$ cat src/rtl/ecc_secded_link.sv
// SECDED link: extended-Hamming encode, optional fault injection, decode/correct,
// two-stage valid/ready pipeline and saturating error counters. Injection exists only with ECC_ERR_INJECT_EN.
module ecc_secded_link #(
    parameter int DATA_W = 8,
    parameter int CNT_W  = 16,
    localparam int P      = (DATA_W <= 4)  ? 3 :
                            (DATA_W <= 11) ? 4 :
                            (DATA_W <= 26) ? 5 :
                            (DATA_W <= 57) ? 6 : 7,
    localparam int CODE_W = DATA_W + P + 1,
    localparam int IDX_W  = $clog2(CODE_W)
) (
    input  logic              clk,
    input  logic              rst,
    input  logic              in_valid,
    output logic              in_ready,
    input  logic [DATA_W-1:0] in_data,
    input  logic [1:0]        inj_mode,
    input  logic [IDX_W-1:0]  inj_pos,
    output logic              out_valid,
    input  logic              out_ready,
    output logic [DATA_W-1:0] out_data,
    output logic              err_corrected,
    output logic              err_uncorrectable,
    input  logic              stat_clear,
    output logic [CNT_W-1:0]  cnt_corrected,
    output logic [CNT_W-1:0]  cnt_uncorrectable
);

    // Data bits occupy every non-power-of-two position from 3 upward, LSB first.
    function automatic logic [CODE_W-1:0] encode(input logic [DATA_W-1:0] d);
        logic [CODE_W-1:0] c;
        int j;
        c = '0;
        j = 0;
        for (int pos = 1; pos < CODE_W; pos++) begin
            if ((pos & (pos - 1)) != 0) begin
                c[pos] = d[j];
                j++;
            end
        end
        for (int i = 0; i < P; i++) begin
            for (int pos = 1; pos < CODE_W; pos++) begin
                if (((pos >> i) & 1) == 1 && pos != (1 << i)) begin
                    c[1 << i] = c[1 << i] ^ c[pos];
                end
            end
        end
        c[0] = ^c[CODE_W-1:1];
        return c;
    endfunction

    function automatic logic [P-1:0] syndrome(input logic [CODE_W-1:0] c);
        logic [P-1:0] s;
        s = '0;
        for (int i = 0; i < P; i++) begin
            for (int pos = 1; pos < CODE_W; pos++) begin
                if (((pos >> i) & 1) == 1) begin
                    s[i] = s[i] ^ c[pos];
                end
            end
        end
        return s;
    endfunction

    function automatic logic [DATA_W-1:0] extract(input logic [CODE_W-1:0] c);
        logic [DATA_W-1:0] d;
        int j;
        d = '0;
        j = 0;
        for (int pos = 1; pos < CODE_W; pos++) begin
            if ((pos & (pos - 1)) != 0) begin
                d[j] = c[pos];
                j++;
            end
        end
        return d;
    endfunction

    localparam logic [P:0]     CODE_W_SYN = (P + 1)'(CODE_W);
    localparam logic [CNT_W-1:0] CNT_MAX  = '1;

    logic [CODE_W-1:0] inj_mask;

`ifdef ECC_ERR_INJECT_EN
    logic [IDX_W:0] inj_pos2;

    always_comb begin
        inj_pos2 = {1'b0, inj_pos} + (IDX_W + 1)'(1);
        if (inj_pos2 >= (IDX_W + 1)'(CODE_W)) begin
            inj_pos2 = inj_pos2 - (IDX_W + 1)'(CODE_W);
        end
        inj_mask = '0;
        // An inj_pos beyond the codeword simply matches no bit.
        for (int k = 0; k < CODE_W; k++) begin
            if ((inj_mode == 2'b01 || inj_mode == 2'b10) && inj_pos == IDX_W'(k)) begin
                inj_mask[k] = 1'b1;
            end
            if (inj_mode == 2'b10 && inj_pos2 == (IDX_W + 1)'(k)) begin
                inj_mask[k] = 1'b1;
            end
        end
    end
`else
    logic unused_inj;
    assign unused_inj = ^{inj_mode, inj_pos};
    assign inj_mask   = '0;
`endif

    // Handshake: a word moves across a port on a rising edge where valid && ready;
    // valid never depends on ready, and in_ready is combinational from out_ready.
    logic              s1_valid_q, s1_valid_d;
    logic [CODE_W-1:0] s1_code_q,  s1_code_d;
    logic              s2_valid_q, s2_valid_d;
    logic [DATA_W-1:0] s2_data_q,  s2_data_d;
    logic              s2_corr_q,  s2_corr_d;
    logic              s2_unc_q,   s2_unc_d;
    logic [CNT_W-1:0]  cnt_corr_q, cnt_corr_d;
    logic [CNT_W-1:0]  cnt_unc_q,  cnt_unc_d;

    logic              s2_load;
    logic              s1_load;
    logic              out_fire;
    logic [P-1:0]      dec_syn;
    logic              dec_ovr;
    logic [CODE_W-1:0] dec_fixed;
    logic              dec_corr;
    logic              dec_unc;
    logic [DATA_W-1:0] dec_data;

    assign s2_load  = !s2_valid_q || out_ready;
    assign s1_load  = !s1_valid_q || s2_load;
    assign out_fire = s2_valid_q && out_ready;

    always_comb begin
        dec_syn   = syndrome(s1_code_q);
        dec_ovr   = ^s1_code_q;
        dec_fixed = s1_code_q;
        dec_corr  = 1'b0;
        dec_unc   = 1'b0;
        if (dec_ovr) begin
            // Odd overall parity with an in-range syndrome is one flipped bit (syndrome 0 = bit 0).
            if ({1'b0, dec_syn} < CODE_W_SYN) begin
                for (int k = 0; k < CODE_W; k++) begin
                    if (dec_syn == P'(k)) begin
                        dec_fixed[k] = ~dec_fixed[k];
                    end
                end
                dec_corr = 1'b1;
            end else begin
                dec_unc = 1'b1;
            end
        end else if (dec_syn != '0) begin
            dec_unc = 1'b1;
        end
        dec_data = extract(dec_fixed);
    end

    always_comb begin
        s1_valid_d = s1_valid_q;
        s1_code_d  = s1_code_q;
        s2_valid_d = s2_valid_q;
        s2_data_d  = s2_data_q;
        s2_corr_d  = s2_corr_q;
        s2_unc_d   = s2_unc_q;
        cnt_corr_d = cnt_corr_q;
        cnt_unc_d  = cnt_unc_q;

        if (s1_load) begin
            s1_valid_d = in_valid;
            if (in_valid) begin
                s1_code_d = encode(in_data) ^ inj_mask;
            end
        end

        if (s2_load) begin
            s2_valid_d = s1_valid_q;
            s2_corr_d  = s1_valid_q && dec_corr;
            s2_unc_d   = s1_valid_q && dec_unc;
            if (s1_valid_q) begin
                s2_data_d = dec_data;
            end
        end

        if (stat_clear) begin
            cnt_corr_d = '0;
            cnt_unc_d  = '0;
        end else if (out_fire) begin
            if (s2_corr_q && cnt_corr_q != CNT_MAX) begin
                cnt_corr_d = cnt_corr_q + 1'b1;
            end
            if (s2_unc_q && cnt_unc_q != CNT_MAX) begin
                cnt_unc_d = cnt_unc_q + 1'b1;
            end
        end
    end

    always_ff @(posedge clk) begin
        if (rst) begin
            s1_valid_q <= 1'b0;
            s1_code_q  <= '0;
            s2_valid_q <= 1'b0;
            s2_data_q  <= '0;
            s2_corr_q  <= 1'b0;
            s2_unc_q   <= 1'b0;
            cnt_corr_q <= '0;
            cnt_unc_q  <= '0;
        end else begin
            s1_valid_q <= s1_valid_d;
            s1_code_q  <= s1_code_d;
            s2_valid_q <= s2_valid_d;
            s2_data_q  <= s2_data_d;
            s2_corr_q  <= s2_corr_d;
            s2_unc_q   <= s2_unc_d;
            cnt_corr_q <= cnt_corr_d;
            cnt_unc_q  <= cnt_unc_d;
        end
    end

    assign in_ready          = !rst && s1_load;
    assign out_valid         = s2_valid_q;
    assign out_data          = s2_data_q;
    assign err_corrected     = s2_corr_q;
    assign err_uncorrectable = s2_unc_q;
    assign cnt_corrected     = cnt_corr_q;
    assign cnt_uncorrectable = cnt_unc_q;

endmodule

$ cat config.mk
export PLATFORM = sky130hd
export DESIGN_NAME = ecc_secded_link
export DESIGN_NICKNAME = d
export VERILOG_FILES = /design/src/rtl/ecc_secded_link.sv
export SDC_FILE = /design/constraint.sdc
export NUM_CORES = 1
export LEC_CHECK = 0
export ABC_AREA = 1
export CORE_UTILIZATION = 35
export DETAILED_ROUTE_END_ITERATION = 8
export SYNTH_ARGS = -nofsm -noshare
export SYNTH_HDL_FRONTEND = slang
export SYNTH_SLANG_ARGS = --single-unit
$ cat constraint.sdc
create_clock -name clk -period 2.2 [get_ports clk]
set_input_delay 0.44 -clock clk [delete_from_list [all_inputs] [get_ports clk]]
set_output_delay 0.44 -clock clk [all_outputs]
set_load 0.005 [all_outputs]
# == Word level (Yosys, flattened, before mapping) ==
# Index checks and enable logic that the tools add are counted.
# word_totals
register_bits,57
input_bits,19
elab_cells,208
# classes
n_addsub,8
n_lt_le_gt_ge,8
n_eq_ne,14
muxes,105
n_bitwise,45
reduce_logical,20
# ops
op,n
$mux W32,14
$lt A32 B5 Y1 const B,7
$add A32 B2 Y32 const B,6
$mux W1,82
$add A16 B1 Y16 const B,2
$ne A16 B16 Y1 const B,2
$xor A1 B1 Y1,32
$mux W13,2
$bmux W1 S3,7
$eq A4 B4 Y1 const B,5
$eq A4 B3 Y1 const B,4
$not A1 Y1,13
$reduce_xor A13 Y1,1
$reduce_xor A12 Y1,1
$eq A4 B2 Y1 const B,2
$reduce_and A2 Y1,4
$logic_and A1 B1 Y1,6
$eq A4 B1 Y1 const B,1
$logic_not A4 Y1,1
$lt A4 B4 Y1 const B,1
$reduce_bool A4 Y1,1
$logic_not A1 Y1,3
$logic_or A1 B1 Y1,2
$reduce_or A2 Y1,1

# == Longest topological paths before layout ==
# logic_depth
ltp_word,31
ltp_mapped,16
ltp_nobuf,16

# == Least setup slack after synthesis ==
# No wires, ideal clock.
# synth_timing
kind,register to register
startpoint,"register cnt_unc_q[0], in the netlist cnt_uncorrectable[0]"
endpoint,"register cnt_unc_q[6], in the netlist cnt_uncorrectable[6]"
setup_time_ps,128
arrival_ps,1453
path_slack_ps,619
path_stages_with_launch,10
path_buffers,0
period_less_slack_ps,1581
cell_sequence,dfxtp_1 ha_1 nand3_1 nor2_1 nand4_1 nand2_2 inv_2 nand2_1 xor2_1 nor2_1
# synth_between
elab_chain_cells,3
# synth_lines
item,line,text
from (decl),119,"logic [CNT_W-1:0] cnt_unc_q, cnt_unc_d;"
from (signal assigned),216,cnt_unc_q <= cnt_unc_d;
branches (longest 3 deep; another with $add A16 B1 Y16),n/a,
# Parallel ways; which one is timed is not known.
# A chain may end at the register's enable or synchronous reset.

# == Worst setup path after layout ==
# layout_timing
startpoint,input port out_ready
endpoint,output port in_ready
# layout_between
elab_chain_cells,3
# layout_lines
item,line,text
from (decl),21,"input logic out_ready,"
$logic_or A1 B1 Y1,131,assign s2_load = !s2_valid_q || out_ready;
$logic_or A1 B1 Y1,132,assign s1_load = !s1_valid_q || s2_load;
$logic_and A1 B1 Y1,220,assign in_ready = !rst && s1_load;
to (decl),16,"output logic in_ready,"
# Every way passes these cells.

==> implementation parameters <==
Parameter                              Value

Layout
  Number of filler cells placed in the layout    between 900 and 1,000
  Layout Area Growth over Synthesis    27.6%
  Share of post-route cells with drive strength above 1    around an eighth
  Summed area of non-filler cells in the final layout    roughly 4300 um^2
  Diode insertion count for antenna repair    0
  Most frequent cells in the layout    nand2_1 (142), dfxtp_1 (57), clkdlybuf4s50_1 (56), inv_1 (51), nor2_1 (50)
  Commonest non-fill, non-tap cell in the layout    nand2_1
  Non-filler cells, final    ~720
  Count of nets after finishing    between 600 and 700
  FF+latch area    ~1100 um^2
  Area of the multi-input gates    roughly 2000 um^2

Worst setup path
  Reg2Reg Launch Point    cnt_uncorrectable[0]
  Critical Path Sink Type    output port
  Launch point of the critical path    out_ready
  Worst-case reg-to-reg path depth    9
  Last element of the critical path    in_ready
  Reg2Reg Setup Slack    0.31 ns
  Crit path max fanout    3
  Signal arrival time at the worst endpoint    approximately 1.7 ns
  Reg-to-reg critical path endpoint    cnt_uncorrectable[3]
  Startpoint type of the worst setup path    input pin
  Startpoint-to-endpoint class of the critical path    input pin to output port
  Required time of the worst setup path    between 1.5 and 2 ns

Routing
  Number of design rule violations left after detail routing    0
  Initial drt markers    between 100 and 150
  Average wire per standard cell    roughly 11 um
  Number of antenna-violating nets in the routed design    0
  Vias per cell    4.65
  Vias after detailed routing    3,354
  Routed wire length    ~8.1 mm
  Number of iterations in the first detailed-routing pass    4

GRT
  Sum of overflow across all layers after global routing    0
  Met2 capacity usage during global routing    a little over a quarter
  Met3 GRT Util    under 10%
  Most utilized layer in the global route result    met2
  Number of global-route vias before repair    roughly 3,100
  Maximum number of pins on one net before global-route repair    20
  Fraction of met1 tracks used by global routing    between 20 and 25%
  Number of antenna violations at the first check in global routing    0
  Wire length of the first global-routing pass    13.6 mm
  Overall Global Routing Usage    approximately 17%

STA
  Final clock skew    0.0121 ns
  Share of the clock period used by the worst path after layout    between 90% and 100%
  Fmax    ~0.47 GHz
  Crit path time final    about 2.1 ns
  Relative slew slack    71.1%
  Smallest setup slack after layout    0.0815 ns
  Final Hold Viols    0
  Setup TNS    0 ns
  Slew Limit Fails    0
  Unrepaired setup endpoints after global routing    false
  Measured slew at the worst slew-check pin    about 0.43 ns
  Number of endpoints failing setup at the final stage    0

CTS
  Skew-Pair Late Insertion Delay    ~0.34 ns
  Sink Count    57
  Deepest clock path buffer count    2
  Number of H-tree levels    3
  Hold_buf cts    0
  Clock root buffer master    clkbuf_8
  CTS buffer count    9
  CTS tree    built
  Post-CTS clock slew at the launch and capture registers of the worst setup and hold paths    around 0.060 ns

Power
  Total Power    ~2.7 mW
  Internal power consumption    1.82 mW
  Comb power frac    roughly 23%
  Net Sw Power    ~0.85 mW
  Power density over the cells    slightly above 600 nW/um^2
  Static leakage    ~1.7 nW
  Worst VDD drop    between 0.0002 and 0.00025 V
  Fraction of power spent switching nets    about a third
  Sequential fraction of design power    a little over two fifths
  Clock network fraction of design power    a little over a third

Synthesis
  Fraction of the yosys area taken by sequential cells    between 30% and 40%
  Warnings from Yosys    0
  Area of the mapped netlist    between 3000 and 4000 um^2
  Flip-flop and latch count after synthesis    57
  Proportion of synthesized flip-flops having asynchronous set or reset    0%
  Area contributors post-synth    dfxtp_1 (34%), nand2_1 (16%), inv_1 (5.6%)
  Avg Inst Size Synth    6.53 um^2
  Most common flop cell mapped by yosys    dfxtp_1
  Total nets after synthesis    roughly 540
  Share of the synthesized area in the top cell type    roughly a third
  Number of enable flip-flop cells after synthesis    0
  Gate count after technology mapping    521
  Area leader, netlist    dfxtp_1
  Number of distinct library cells after synthesis    37

Placement
  Post-place instance area    around 4200 um^2
  Final estimated routing congestion in global placement    roughly 0.9
  Number of instances in the placed design    roughly 710
  Port bufs    56
  Pre-CTS setup slack    between 0.04 and 0.05 ns
  Post-DP HPWL    between 6 and 7 mm

Floorplan
  Die height    about 100 um
  Number of placed I/O pins    63
  Placement Rows    35
  Core region area    ~9300 um^2
  Die area    10,100 um^2
  Initial cell density of the core    between 30% and 40%
  Die Span X    just over 100 um

Flow run
  Maxcap violations    0

Run status
  Status    complete, no violations

Worst hold path
  Worst hold-check path type    flip-flop to flip-flop
## synthesized netlist by cell type, drive strengths merged, types with 3 or more instances
cell    count
a21oi      37
buf         7
dfxtp      57
inv        63
nand2     167
nand3      36
nand4      10
nor2       55
nor3        9
nor4        4
o211ai      3
o21ai      29
xnor2      17
xor2       10
## registers in the layout (all words and copies together) (netlist names)
name               count
out_valid              1
err_uncorrectable      1
cnt_corrected         16
err_corrected          1
s1_valid_q             1
s1_code_q             13
cnt_uncorrectable     16
out_data               8
## metrics by stage
step                hold WS, ns  util (%)
detailed placement        0.457      44.5
CTS                       0.471      46.5
finish                    0.468      46.6
global placement          0.455      44.5
floorplan                 0.453         -
global route              0.505      46.6
## what timing repair did
action	4_1_cts	5_1_grt
setup endpoints to repair	0	1
gates resized for setup	0	2
setup buffers	0	0
## kinds of logic after synthesis
family / share of synthesized area (%)
flops: 33.5
xor+xnor: 6.95
fa+ha+maj: 0.735
simple gates: 37.9
compound gates: 12.3
buf+inv: 8.60
## worst min-delay path by stage
| stage | cells past startpoint | slack, ns | end | start |
|---|---|---|---|---|
| 4_1_cts | 2 | 0.47 | cnt_corrected[13] | cnt_corrected[13] |
| 3_3_place_gp | 2 | 0.46 | cnt_corrected[13] | cnt_corrected[13] |
| 2_1_floorplan | 2 | 0.45 | cnt_corrected[13] | cnt_corrected[13] |
| 6_report | 2 | 0.47 | cnt_corrected[13] | cnt_corrected[13] |
| 5_1_grt | 2 | 0.51 | cnt_uncorrectable[8] | cnt_uncorrectable[8] |
| 3_5_place_dp | 2 | 0.46 | cnt_corrected[13] | cnt_corrected[13] |
## power groups by stage
| stage | Sequential (mW) | Combinational, mW | Clock, mW |
|---|---|---|---|
| floorplan | 1.12 | 0.456 | 0 |
| global placement | 1.13 | 0.602 | 0 |
| detailed placement | 1.13 | 0.614 | 0 |
| CTS | 1.11 | 0.616 | 0.971 |
| global route | 1.11 | 0.697 | 1.01 |
| finish | 1.11 | 0.613 | 0.943 |
## worst max-delay path, cell delays in order
cell	delay [ns]
clkdlybuf4s50_1	0.49
nor2_2	0.06
nand2_2	0.09
nand2_1	0.06
inv_1	0.05
clkdlybuf4s50_1	0.49
## per-layer routing
metal  share of wire, %  vias up
met4                1.0        0
met1                 52     1488
met5                  0        -
li1                   -     1795
met3                3.9        7
met2                 44       64
## cell type report
class	instances	share of cell area, %
repair buffers	66	14.6
well taps	129	3.72
inverters	65	5.67
clock inverters	6	1.38
flip-flops and latches	57	26.3
multi-input cells	390	45.5
clock buffers	9	2.85
(Power assumes the default switching activity.)
